==> config.mk <==
export PLATFORM = sky130hd
export DESIGN_NAME = uart_tx
export DESIGN_NICKNAME = d
export VERILOG_FILES = /design/src/rtl/uart_tx.sv
export SDC_FILE = /design/constraint.sdc
export NUM_CORES = 1
export LEC_CHECK = 0
export BUFFER_PORTS_ARGS = -buffer_cell sky130_fd_sc_hd__buf_2
export CAP_MARGIN = 20
export CORE_ASPECT_RATIO = 1.25
export CORE_UTILIZATION = 50
export CTS_CLUSTER_DIAMETER = 150
export DETAILED_ROUTE_END_ITERATION = 10
export GPL_TIMING_DRIVEN = 1
export PLACE_DENSITY = 0.68
export SETUP_SLACK_MARGIN = 0.02
export SLEW_MARGIN = 20
export SYNTH_ARGS = -nofsm -noshare
export SYNTH_HDL_FRONTEND = slang
export SYNTH_SLANG_ARGS = --single-unit
==> constraint.sdc <==
create_clock -name clk -period 4.35 [get_ports clk]
set_input_delay 0.6525 -clock clk [delete_from_list [all_inputs] [get_ports clk]]
set_output_delay 0.6525 -clock clk [all_outputs]
set_load 0.005 [all_outputs]
==> src/rtl/uart_tx.sv <==
`timescale 1ns/1ps
`default_nettype none
// ============================================================================
// Module   : uart_tx
// Purpose  : CPU-bus mapped 8N1 serial transmitter with a byte FIFO,
//            programmable bit period and a pollable status register.
// Revision : 1.0 - initial release
// ============================================================================
module uart_tx #(
    parameter int CLK_DIV = 104,
    parameter int FIFO_AW = 4
) (
    input  logic       clk,
    input  logic       reset_n,
    input  logic       select,
    input  logic       reg_addr,
    input  logic       write_enable,
    input  logic [7:0] data_in,
    output logic [7:0] data_out,
    output logic       tx,
    output logic       busy
);

    localparam int c_CW = FIFO_AW + 1;
    localparam logic [c_CW-1:0] c_FULL_COUNT = {1'b1, {FIFO_AW{1'b0}}};
    localparam logic [15:0]     c_BAUD_LAST  = 16'(CLK_DIV - 1);

    localparam logic [1:0] c_ST_IDLE  = 2'd0;
    localparam logic [1:0] c_ST_START = 2'd1;
    localparam logic [1:0] c_ST_DATA  = 2'd2;
    localparam logic [1:0] c_ST_STOP  = 2'd3;

    logic [7:0]         r_mem [2**FIFO_AW];
    logic [FIFO_AW-1:0] r_wr_ptr;
    logic [FIFO_AW-1:0] r_rd_ptr;
    logic [c_CW-1:0]    r_count;
    logic               r_ovf;
    logic [1:0]         r_state;
    logic [15:0]        r_baud;
    logic [2:0]         r_bit_cnt;
    logic [7:0]         r_shift;
    logic               r_tx;
    logic               r_busy;

    logic               w_full;
    logic               w_empty;
    logic               w_push_req;
    logic               w_push;
    logic               w_pop;
    logic               w_ovf_clr;
    logic               w_baud_done;
    logic [7:0]         w_head;
    logic [c_CW-1:0]    w_count_nxt;
    logic [1:0]         w_state_nxt;
    logic [15:0]        w_baud_nxt;
    logic [2:0]         w_bit_nxt;
    logic [7:0]         w_shift_nxt;
    logic               w_tx_nxt;
    logic               w_tx_idle;
    logic [4:0]         w_count_sat;

    assign w_full      = (r_count == c_FULL_COUNT);
    assign w_empty     = (r_count == '0);
    assign w_push_req  = select & write_enable & ~reg_addr;
    // Fullness is judged on the pre-edge count, so a push racing a pop while full is dropped.
    assign w_push      = w_push_req & ~w_full;
    assign w_ovf_clr   = select & write_enable & reg_addr;
    assign w_baud_done = (r_baud == c_BAUD_LAST);
    assign w_head      = r_mem[r_rd_ptr];
    assign w_tx_idle   = (r_state == c_ST_IDLE) & w_empty;

    // Frame sequencing: next state, bit timing, shift register and line level.
    always_comb begin
        w_state_nxt = r_state;
        w_baud_nxt  = r_baud + 16'd1;
        w_bit_nxt   = r_bit_cnt;
        w_shift_nxt = r_shift;
        w_tx_nxt    = r_tx;
        w_pop       = 1'b0;
        case (r_state)
            c_ST_IDLE: begin
                w_baud_nxt = '0;
                w_tx_nxt   = 1'b1;
                if (!w_empty) begin
                    w_pop       = 1'b1;
                    w_shift_nxt = w_head;
                    w_state_nxt = c_ST_START;
                    w_tx_nxt    = 1'b0;
                end
            end
            c_ST_START: begin
                if (w_baud_done) begin
                    w_state_nxt = c_ST_DATA;
                    w_baud_nxt  = '0;
                    w_bit_nxt   = '0;
                    w_tx_nxt    = r_shift[0];
                end
            end
            c_ST_DATA: begin
                if (w_baud_done) begin
                    w_baud_nxt = '0;
                    if (r_bit_cnt == 3'd7) begin
                        w_state_nxt = c_ST_STOP;
                        w_tx_nxt    = 1'b1;
                    end else begin
                        w_shift_nxt = {1'b0, r_shift[7:1]};
                        w_tx_nxt    = r_shift[1];
                        w_bit_nxt   = r_bit_cnt + 3'd1;
                    end
                end
            end
            c_ST_STOP: begin
                if (w_baud_done) begin
                    w_baud_nxt = '0;
                    // Chain straight into the next start bit when more data is queued.
                    if (!w_empty) begin
                        w_pop       = 1'b1;
                        w_shift_nxt = w_head;
                        w_state_nxt = c_ST_START;
                        w_tx_nxt    = 1'b0;
                    end else begin
                        w_state_nxt = c_ST_IDLE;
                        w_tx_nxt    = 1'b1;
                    end
                end
            end
            default: begin
                w_state_nxt = c_ST_IDLE;
                w_baud_nxt  = '0;
                w_tx_nxt    = 1'b1;
            end
        endcase
    end

    // FIFO occupancy after this edge's push and pop.
    always_comb begin
        w_count_nxt = r_count;
        case ({w_push, w_pop})
            2'b10:   w_count_nxt = r_count + c_CW'(1);
            2'b01:   w_count_nxt = r_count - c_CW'(1);
            default: w_count_nxt = r_count;
        endcase
    end

    // FIFO storage; contents are only meaningful between the pointers, so no reset.
    always_ff @(posedge clk) begin
        if (w_push) begin
            r_mem[r_wr_ptr] <= data_in;
        end
    end

    // FIFO pointers, count and sticky overflow flag.
    always_ff @(posedge clk or negedge reset_n) begin
        if (!reset_n) begin
            r_wr_ptr <= '0;
            r_rd_ptr <= '0;
            r_count  <= '0;
            r_ovf    <= 1'b0;
        end else begin
            if (w_push) begin
                r_wr_ptr <= r_wr_ptr + FIFO_AW'(1);
            end
            if (w_pop) begin
                r_rd_ptr <= r_rd_ptr + FIFO_AW'(1);
            end
            r_count <= w_count_nxt;
            if (w_ovf_clr) begin
                r_ovf <= 1'b0;
            end else if (w_push_req && w_full) begin
                r_ovf <= 1'b1;
            end
        end
    end

    // Transmitter state, counters, line driver and busy flag.
    always_ff @(posedge clk or negedge reset_n) begin
        if (!reset_n) begin
            r_state   <= c_ST_IDLE;
            r_baud    <= '0;
            r_bit_cnt <= '0;
            r_shift   <= '0;
            r_tx      <= 1'b1;
            r_busy    <= 1'b0;
        end else begin
            r_state   <= w_state_nxt;
            r_baud    <= w_baud_nxt;
            r_bit_cnt <= w_bit_nxt;
            r_shift   <= w_shift_nxt;
            r_tx      <= w_tx_nxt;
            r_busy    <= (w_count_nxt != '0) | (w_state_nxt != c_ST_IDLE);
        end
    end

    // The count field in the status register is 5 bits wide and saturates for deep FIFOs.
    generate
        if (c_CW > 5) begin : g_cnt_sat
            assign w_count_sat = (r_count > c_CW'(31)) ? 5'd31 : r_count[4:0];
        end else begin : g_cnt_ext
            assign w_count_sat = 5'(r_count);
        end
    endgenerate

    assign data_out = !select  ? 8'h00 :
                      reg_addr ? {3'b000, w_count_sat} :
                                 {5'b00000, r_ovf, w_full, w_tx_idle};
    assign tx       = r_tx;
    assign busy     = r_busy;

endmodule
`default_nettype wire

==> metrics.md, run 1 <==
| Metric | Value |
|---|---|
| Initial core utilization | `slightly above 50%` |
| Rel. slew slack | `38.1%` |
| PwrDens | `between 600 and 700 nW/µm²` |
| Final Cell Area | `8400 µm²` |
| Total chip power | `5.06 mW` |
| CTS Buffer Depth | `2` |
| Post-CTS Setup Inserts | `0` |
| Yosys cell types | `58` |
| Tmin final | `3.71 ns` |
| Number of synthesized flops with an enable pin | `128` |
| Status | `finished, violations left` |
| Worst Path Class, Setup | `register to register` |
| Initial antenna violation count | `0` |
| Clk root buf | `clkbuf_16` |
| Seq/Total Area, Yosys | `~66%` |
| Total Wirelength | `13.2 mm` |
| Share of cells above drive strength 1 | `22.6%` |
| Worst-path fanout max | `6` |
| Dominant cell type by area after synthesis | `edfxtp_1` |
| Die X | `roughly 110 µm` |
| Final Cycle Share | `85.4%` |
| Gr usage total | `18.7%` |
| Startpoint types | `register` |
| WL per Instance | `19.6 µm` |
| Pin count of the biggest net entering global routing | `46` |
| FMAX | `269 MHz` |
| Synthesized area per cell | `16.3 µm²` |
| Yosys warns | `0` |
| I/O Buffers | `19` |
| Post-place setup slack | `0.651 ns` |
| Dpl hpwl | `about 9.0 mm` |
| Remaining DRCs | `4` |
| Async set-reset flop share out of synthesis | `26.0%` |
| Worst Path Required | `4.65 ns` |
| Setup TNS | `0 ns` |
| Clk Latency, worst-skew pair | `0.43 ns` |
| DR vias | `3921` |
| Routed Antenna Nets | `0` |
| Hold WS | `0.222 ns` |
| Die area | `15600 µm²` |
| GPL Wtd Cong | `0.871` |
| Placed cells | `around 640` |
| Filler Cell Count | `~1.1k` |
| First-pass GRT wire length | `roughly 22 mm` |
| Post-cts hold buffer count | `0` |
| Drt initial violations | `around 230` |
| Final Core Density | `57.5%` |
| Failing checks | `DRC` |
| FP Rows | `49` |
| #FFs+latches synth | `about 170` |
| Dpl cell area | `7780 µm²` |
| Max H-tree Level | `4` |
| Final hold vios | `0` |
| Final setup margin | `0.636 ns` |
| Vias in the first global route | `4119` |
| Synth Instances | `approximately 470` |
| PostCTS Resize Cnt | `0` |
| Top cells by area, synth | `edfxtp_1, dfrtp_1, mux4_2, ha_1, nor2_1` |
| RSZ-0062 raised after global routing | `no` |
| Synth Cell Area | `7560 µm²` |
| Final Slew Violations | `0` |
| Clock transition at path regs | `0.06 ns` |
| Main synth FF type | `edfxtp_1` |
| Non-Filler Instances | `673` |
| Synth top cells by count | `edfxtp_1, dfrtp_1, mux4_2, nor2_1, nand2_1` |
| Worst-Margin Slew | `0.929 ns` |
| Num Clock Sinks | `173` |
| Layout area overhead | `11.0%` |
| Synth top area share | `between 50 and 60%` |
| N_diodes | `0` |
| CP endpoint kind | `register` |
| Most frequent cell after synthesis | `edfxtp_1` |
| Ports | `23` |
| Total congestion overflow | `0` |
| Worst hold path type | `primary input to asynchronous set/reset pin` |
| Vias per cell | `5.83` |
| Final Skew | `0.00635 ns` |
| CTS tree | `done` |
| DRT Pass-1 Iters | `7` |
| Worst Path Arrival | `4.01 ns` |
| Lkg Pwr | `about 3 nW` |
| Die H | `140 µm` |
| Peak supply drop | `0.349 mV` |
| CORE AREA | `between 10000 and 15000 µm²` |
| Final net count | `a little over 500` |
| CTS Buf Count | `17` |
| Max-cap violation count | `0` |
| Setup violators final | `0` |
==> placed cells by master, fill, tap and decap left out, drive strengths merged, types with 13 or more instances in the layout <==
master	count
dfrtp	44
edfxtp	128
ha	15
nand2	21
buf	22
and3	14
nor2	33
inv	13
a21oi	20
clkbuf	17
mux4	40
==> layer usage <==
metal | up-vias | wire length (µm) | GRT usage, %
met2 | 72 | 6960 | 32.3
met1 | 1996 | 5640 | 23.1
met3 | 20 | 372 | 4.18
li1 | 1833 | - | -
met5 | - | 0 | 0
met4 | 0 | 218 | 7.16
==> state kept, by name (all words and copies together), names as in the netlist, 2 cells and up <==
register and flops:
r_shift 8, r_rd_ptr 4, r_wr_ptr 4, r_count 5, r_bit_cnt 3, r_state 2, r_mem 128, r_baud 16
==> where the power goes <==
group | switching (mW) | internal [mW] | total (mW)
registers | 0.336 | 1.94 | 2.27
logic | 0.527 | 0.677 | 1.20
clock network | 0.627 | 0.959 | 1.59
total | 1.49 | 3.57 | 5.06
==> area by class of cell <==
class | instances | area [µm²] | area share [%]
flip-flops and latches | 173 | 4970 | 59.2
multi-input cells | 260 | 2430 | 28.9
clock buffers | 17 | 425 | 5.07
well taps | 178 | 223 | 2.65
clock inverters | 13 | 190 | 2.27
repair buffers | 22 | 120 | 1.43
inverters | 10 | 37.5 | 0.447
==> worst max-delay path, stage by stage, from the launching register on <==
cell and delay (ns):
dfrtp_1 0.41, ha_1 0.26, and4b_1 0.22, and4_1 0.26, a21oi_2 0.26, nor2_1 0.16, ha_1 0.43, inv_1 0.12
and3_2 0.21, o211a_2 0.27, a2111oi_4 0.34, xnor2_1 0.11, or4b_1 0.52
==> kinds of logic (layout without fill, tap and decap cells) <==
| logic type | count (synthesis) | count (layout) | synth area share, % |
|---|---|---|---|
| XOR/XNOR | 23 | 23 | 2.66 |
| adder cells (fa/ha/maj) | 15 | 15 | 2.48 |
| multiplexers | 50 | 50 | 13.3 |
| AND/OR/NAND/NOR | 121 | 121 | 9.21 |
| flip-flops | 173 | 173 | 65.7 |
| other | 1 | 3 | 0.0496 |
| buffers and inverters | 34 | 62 | 2.30 |
| AO/OA/AOI/OAI | 48 | 48 | 4.30 |
==> final timing paths <==
check	to	cells after the start	start	slack (ns)
setup / recovery	busy	12	r_baud[0]	0.64
hold / removal	r_baud[8]	1	reset_n	0.22
setup reg to reg	busy	12	r_baud[0]	0.64
hold reg to reg	r_bit_cnt[2]	2	r_bit_cnt[2]	0.49
max in group asynchronous	r_rd_ptr[1]	1	reset_n	3.70
min in group clk	r_ovf	2	write_enable	0.48
Power figures use the tool's default switching activity.
==> run 2, diff against run 1 <==
Clock period 4.35 ns to 3.8 ns, I/O delays scaled along.
==> metrics.md, run 2 (synthesis results as in run 1) <==
| Metric | Value |
|---|---|
| Status | `finished, violations left` |
| Failing checks | `DRC` |
| Slowest stage cell, crit path | `or4b_1` |
| Final hold vios | `0` |
| Layout area overhead | `11.2%` |
| Startpoint types | `register` |
| Lkg Pwr | `3.01 nW` |
| PostCTS Resize Cnt | `0` |
| Final Cycle Share | `93.8%` |
| Worst-path fanout max | `6` |
| CP endpoint kind | `register` |
| N_diodes | `0` |
| Die H | `approximately 140 µm` |
| CP delay by family, top | `simple AND/OR/NAND/NOR gates` |
| Initial antenna violation count | `0` |
| CORE AREA | `about 15000 µm²` |
| Num Clock Sinks | `173` |
| Vias in the first global route | `4156` |
| Levels on crit path | `12` |
| DRT Pass-1 Iters | `9` |
| FP Rows | `49` |
| Worst Path Required | `4.10 ns` |
| Setup violators final | `0` |
| P_int | `4.05 mW` |
| Post-CTS Setup Inserts | `0` |
| CTS Buffer Depth | `2` |
| Switch share | `30.0%` |
| DR vias | `3970` |
| Vias per cell | `5.88` |
| Peak supply drop | `approximately 0.36 mV` |
| Final setup margin | `0.235 ns` |
| Die area | `~16000 µm²` |
| Final Skew | `0.00871 ns` |
| Pin count of the biggest net entering global routing | `46` |
| Commonest non-fill, non-tap cells in the layout | `edfxtp_1, dfrtp_1, mux4_2` |
| CTS tree | `done` |
| Top Registers | `r_mem x128, r_baud x16, r_shift x8` |
| Post-cts hold buffer count | `0` |
| Top reg by flops | `r_mem` |
| Final net count | `514` |
| Max-cap violation count | `0` |
| Flop pwr share | `43.3%` |
| Worst-Margin Slew | `approximately 0.86 ns` |
| Initial core utilization | `51.8%` |
| PwrDens | `about 690 nW/µm²` |
| Ports | `23` |
| R2R cell count | `12` |
| First-pass GRT wire length | `approximately 22 mm` |
| Worst hold path type | `primary input to asynchronous set/reset pin` |
| Post-place setup slack | `roughly 0.18 ns` |
| Max H-tree Level | `4` |
| WL per Instance | `20.2 µm` |
| Clk root buf | `clkbuf_16` |
| CTS Buf Count | `17` |
| Share of cells above drive strength 1 | `a little under a quarter` |
| Max incr delay on CP | `0.52 ns` |
| Max FFs per register | `128` |
| Die X | `between 100 and 150 µm` |
| Clock network power share | `between 30% and 40%` |
| I/O Buffers | `19` |
| GPL Wtd Cong | `slightly below 0.9` |
| Dpl hpwl | `9.51 mm` |
| Total congestion overflow | `0` |
| Clk Latency, worst-skew pair | `0.43 ns` |
| Worst Path Class, Setup | `register to register` |
| Setup TNS | `0 ns` |
| Drt initial violations | `286` |
| Rel. slew slack | `42.5%` |
| FMAX | `around 280 MHz` |
| Gr usage total | `about a fifth` |
| Most common cell after layout, fill and taps aside | `edfxtp_1` |
| Switching power | `1.74 mW` |
| Tmin final | `around 3.6 ns` |
| Routed Antenna Nets | `0` |
| Buf/Inv on CP | `1` |
| Total Wirelength | `~14 mm` |
| Clock transition at path regs | `0.06 ns` |
| RSZ-0062 raised after global routing | `no` |
| Combinational cell fraction of total power | `about a quarter` |
| Worst Path Arrival | `3.86 ns` |
| Final Slew Violations | `0` |
| CP cell instances | `ha_1, and4b_1, and4_1, a21oi_4, nor2_1, ha_2, inv_1, and3_2, o211a_2, a2111oi_4, xnor2_1, or4b_1` |
| Remaining DRCs | `4` |
## run 2: final cells by class
| class | instances | area [µm²] |
|---|---|---|
| Timing Repair Buffer | 24 | 148 |
| Clock buffer | 17 | 425 |
| Sequential cell | 173 | 4970 |
| Inverter | 10 | 37.5 |
| Clock inverter | 13 | 164 |
| Tap cell | 178 | 223 |
| Multi-Input combinational cell | 260 | 2440 |
| Fill cell | 1126 | 6180 |
## run 2: worst register-to-register path: cells and delay by family, from the launching register on
kind | cells | cell delay [ns]
flops | 1 | 0.41
xor+xnor | 1 | 0.11
buf+inv | 1 | 0.09
compound gates | 3 | 0.83
simple gates | 5 | 1.33
fa+ha+maj | 2 | 0.66
## run 2: through the flow
step | total power [mW] | hold slack, ns | instance area [µm²] | instances | util, %
2_1_floorplan | 3.69 | 0.274 | 7570 | 467 | -
3_3_place_gp | 4.01 | 0.457 | 7800 | 645 | 53.5
3_5_place_dp | 4.09 | 0.475 | 7800 | 645 | 53.5
4_1_cts | 5.82 | 0.352 | 8390 | 675 | 57.5
5_1_grt | 6.05 | 0.198 | 8410 | 675 | 57.6
6_report | 5.78 | 0.150 | 8410 | 675 | 57.6
## run 2: final timing paths
kind,startpoint,end,slack [ns]
max,r_baud[0],busy,0.23
min,reset_n,r_shift[1],0.15
max reg2reg,r_baud[0],busy,0.23
min reg2reg,r_baud[0],r_baud[0],0.49
max in group asynchronous,reset_n,r_rd_ptr[0],3.22
min in group clk,write_enable,r_ovf,0.40
## run 2: per-layer routing
layer / up-vias / track usage (%) / wire length [µm]
met1: 2020 / 22.1 / 5510
li1: 1840 / - / -
met5: - / 0 / 0
met4: 0 / 8.56 / 290
met2: 91 / 33.3 / 7350
met3: 19 / 4.40 / 517
## run 2: power by group through the flow
| stage | Clock (mW) | Sequential, mW | Combinational [mW] |
|---|---|---|---|
| CTS | 1.77 | 2.51 | 1.55 |
| finish | 1.74 | 2.50 | 1.54 |
| detailed placement | 0 | 2.55 | 1.54 |
| floorplan | 0 | 2.35 | 1.34 |
| global route | 1.83 | 2.54 | 1.68 |
| global placement | 0 | 2.53 | 1.48 |
==> run 3, diff against run 2 <==
Settings changed: ABC_AREA from default to 1, PLACE_DENSITY 0.68 to 0.62, SETUP_SLACK_MARGIN 0.02 to 0.3.
==> metrics.md, run 3 <==
| Metric | Value |
|---|---|
| Synth Instances | `682` |
| Post-cts hold buffer count | `0` |
| Number of synthesized flops with an enable pin | `128` |
| FMAX | `400 MHz` |
| PostCTS Resize Cnt | `0` |
| Top cells by area, synth | `edfxtp_1, dfrtp_1, o21ai_0, nor2_1, nand2_1` |
| DRT Pass-1 Iters | `4` |
| Final Cycle Share | `65.7%` |
| RSZ-0062 raised after global routing | `no` |
| Total Wirelength | `16.3 mm` |
| Setup TNS | `0 ns` |
| Synthesized area per cell | `11.2 µm²` |
| Final Cell Area | `8460 µm²` |
| Vias per cell | `approximately 5.7` |
| Final Skew | `between 0.01 and 0.015 ns` |
| Most common cell after layout, fill and taps aside | `edfxtp_1` |
| Final hold vios | `0` |
| Final Slew Violations | `0` |
| Most frequent cell after synthesis | `edfxtp_1` |
| Filler Cell Count | `1219` |
| CTS Buf Count | `17` |
| Ports | `23` |
| Non-Filler Instances | `between 800 and 900` |
| WL per Instance | `18.2 µm` |
| Dpl hpwl | `approximately 11 mm` |
| CORE AREA | `15000 µm²` |
| Startpoint types | `register` |
| Lkg Pwr | `3.14 nW` |
| Worst hold path type | `primary input to asynchronous set/reset pin` |
| Clock transition at path regs | `~0.060 ns` |
| Worst Path Class, Setup | `register to register` |
| Initial antenna violation count | `0` |
| Top Registers | `r_mem x128, r_baud x16, r_shift x8` |
| Worst Path Arrival | `about 2.8 ns` |
| Layout area overhead | `11.1%` |
| Vias in the first global route | `4987` |
| Max FFs per register | `around 130` |
| Dominant cell type by area after synthesis | `edfxtp_1` |
| Total congestion overflow | `0` |
| Dpl cell area | `7900 µm²` |
| CTS tree | `done` |
| Die area | `15700 µm²` |
| Post-CTS Setup Inserts | `0` |
| Synth Cell Area | `~7600 µm²` |
| Commonest non-fill, non-tap cells in the layout | `edfxtp_1, nor2_1, o21ai_0` |
| Rel. slew slack | `36.4%` |
| Gr usage total | `22.2%` |
| DR vias | `5076` |
| Hold WS | `0.111 ns` |
| Final net count | `730` |
| First-pass GRT wire length | `26.0 mm` |
| Yosys cell types | `40` |
| Initial core utilization | `between 50% and 60%` |
| Pin count of the biggest net entering global routing | `67` |
| PwrDens | `499 nW/µm²` |
| Async set-reset flop share out of synthesis | `26.0%` |
| Max H-tree Level | `4` |
| Routed Antenna Nets | `0` |
| Worst-Margin Slew | `0.954 ns` |
| Clk Latency, worst-skew pair | `0.43 ns` |
| Synth top area share | `50.5%` |
| Max-cap violation count | `0` |
| Drt initial violations | `373` |
| Die H | `~140 µm` |
| Seq/Total Area, Yosys | `65.3%` |
| N_diodes | `0` |
| Clk root buf | `clkbuf_16` |
| #FFs+latches synth | `173` |
| Share of cells above drive strength 1 | `between 10% and 20%` |
| CP endpoint kind | `register` |
| Worst Path Required | `4.11 ns` |
| Status | `finished clean` |
| GPL Wtd Cong | `0.819` |
| Peak supply drop | `0.292 mV` |
| Die X | `about 110 µm` |
| CTS Buffer Depth | `2` |
| Worst-path fanout max | `6` |
| Yosys warns | `0` |
| Synth top cells by count | `edfxtp_1, nor2_1, o21ai_0, nand2_1, dfrtp_1` |
| I/O Buffers | `19` |
| FP Rows | `50` |
| Setup violators final | `0` |
| Num Clock Sinks | `approximately 170` |
| Top reg by flops | `r_mem` |
| R2r setup slk | `1.30 ns` |
| Main synth FF type | `edfxtp_1` |
| Tmin final | `2.50 ns` |
| Remaining DRCs | `0` |
| Placed cells | `865` |
-- run 3: cell types whose count changed after synthesis, moves of 9 or more --
cell	delta
o21ai_0	+73
nor2_1	+71
nand2_1	+54
mux4_2	-40
inv_1	+29
o221ai_1	+19
nand3_1	+13
o22ai_1	+13
clkbuf_1	+12
and2_1	-10
and3_1	-10
o211ai_1	+9
xnor2_1	-9
-- run 3: kinds of logic after synthesis --
group	share of synthesized area [%]
other cells	0.0492
simple gates	14.7
flops	65.3
buf+inv	4.12
xor+xnor	1.15
compound gates	12.3
fa+ha+maj	2.46
-- run 3: power breakdown --
group	internal, mW	total (mW)	switching, mW
sequential	2.12	2.18	0.0653
combinational	0.116	0.375	0.259
clock	1.00	1.67	0.667
total	3.23	4.23	0.991
-- run 3: cell type report --
type                            count  area [µm²]  area share [%]
Clock inverter                      7        92.6            1.09
Sequential cell                   173        4970            58.7
Multi-Input combinational cell    433        2340            27.6
Timing Repair Buffer               29         170            2.01
Inverter                           48         186            2.20
Tap cell                          182         228            2.69
Clock buffer                       25         475            5.62
-- run 3: stage by stage --
step / util (%) / worst slack (ns) / power, mW
global placement: 52.8 / 1.34 / 2.59
finish: 56.6 / 1.30 / 4.23
global route: 56.6 / 1.05 / 4.38
floorplan: - / 1.53 / 2.47
CTS: 56.6 / 1.27 / 4.26
detailed placement: 52.8 / 1.26 / 2.60
-- run 3: final timing paths --
check,start,cells past startpoint,endpoint
max,r_state[0],14,busy
min,reset_n,1,r_baud[6]
max reg2reg,r_state[0],14,busy
min reg2reg,r_baud[0],1,r_baud[0]
max in group asynchronous,reset_n,2,r_rd_ptr[0]
min in group clk,r_baud[0],1,r_baud[0]
-- run 3: layer usage --
layer	share of wire, %	GRT usage, %
met5	0	0
met4	2.7	10.9
met3	3.1	3.29
met2	52	38.7
met1	42	27.0
-- run 3: worst max-delay path, stage by stage, from the launching register on --
cell	delay, ns
dfrtp_1	0.41
inv_1	0.10
ha_1	0.31
inv_1	0.17
nand2_4	0.09
nand2_2	0.11
clkinv_4	0.08
ha_1	0.36
inv_1	0.11
nand2_1	0.06
o21ai_0	0.12
nor3_2	0.18
nand4_1	0.11
nor2_2	0.13
nand2_2	0.05
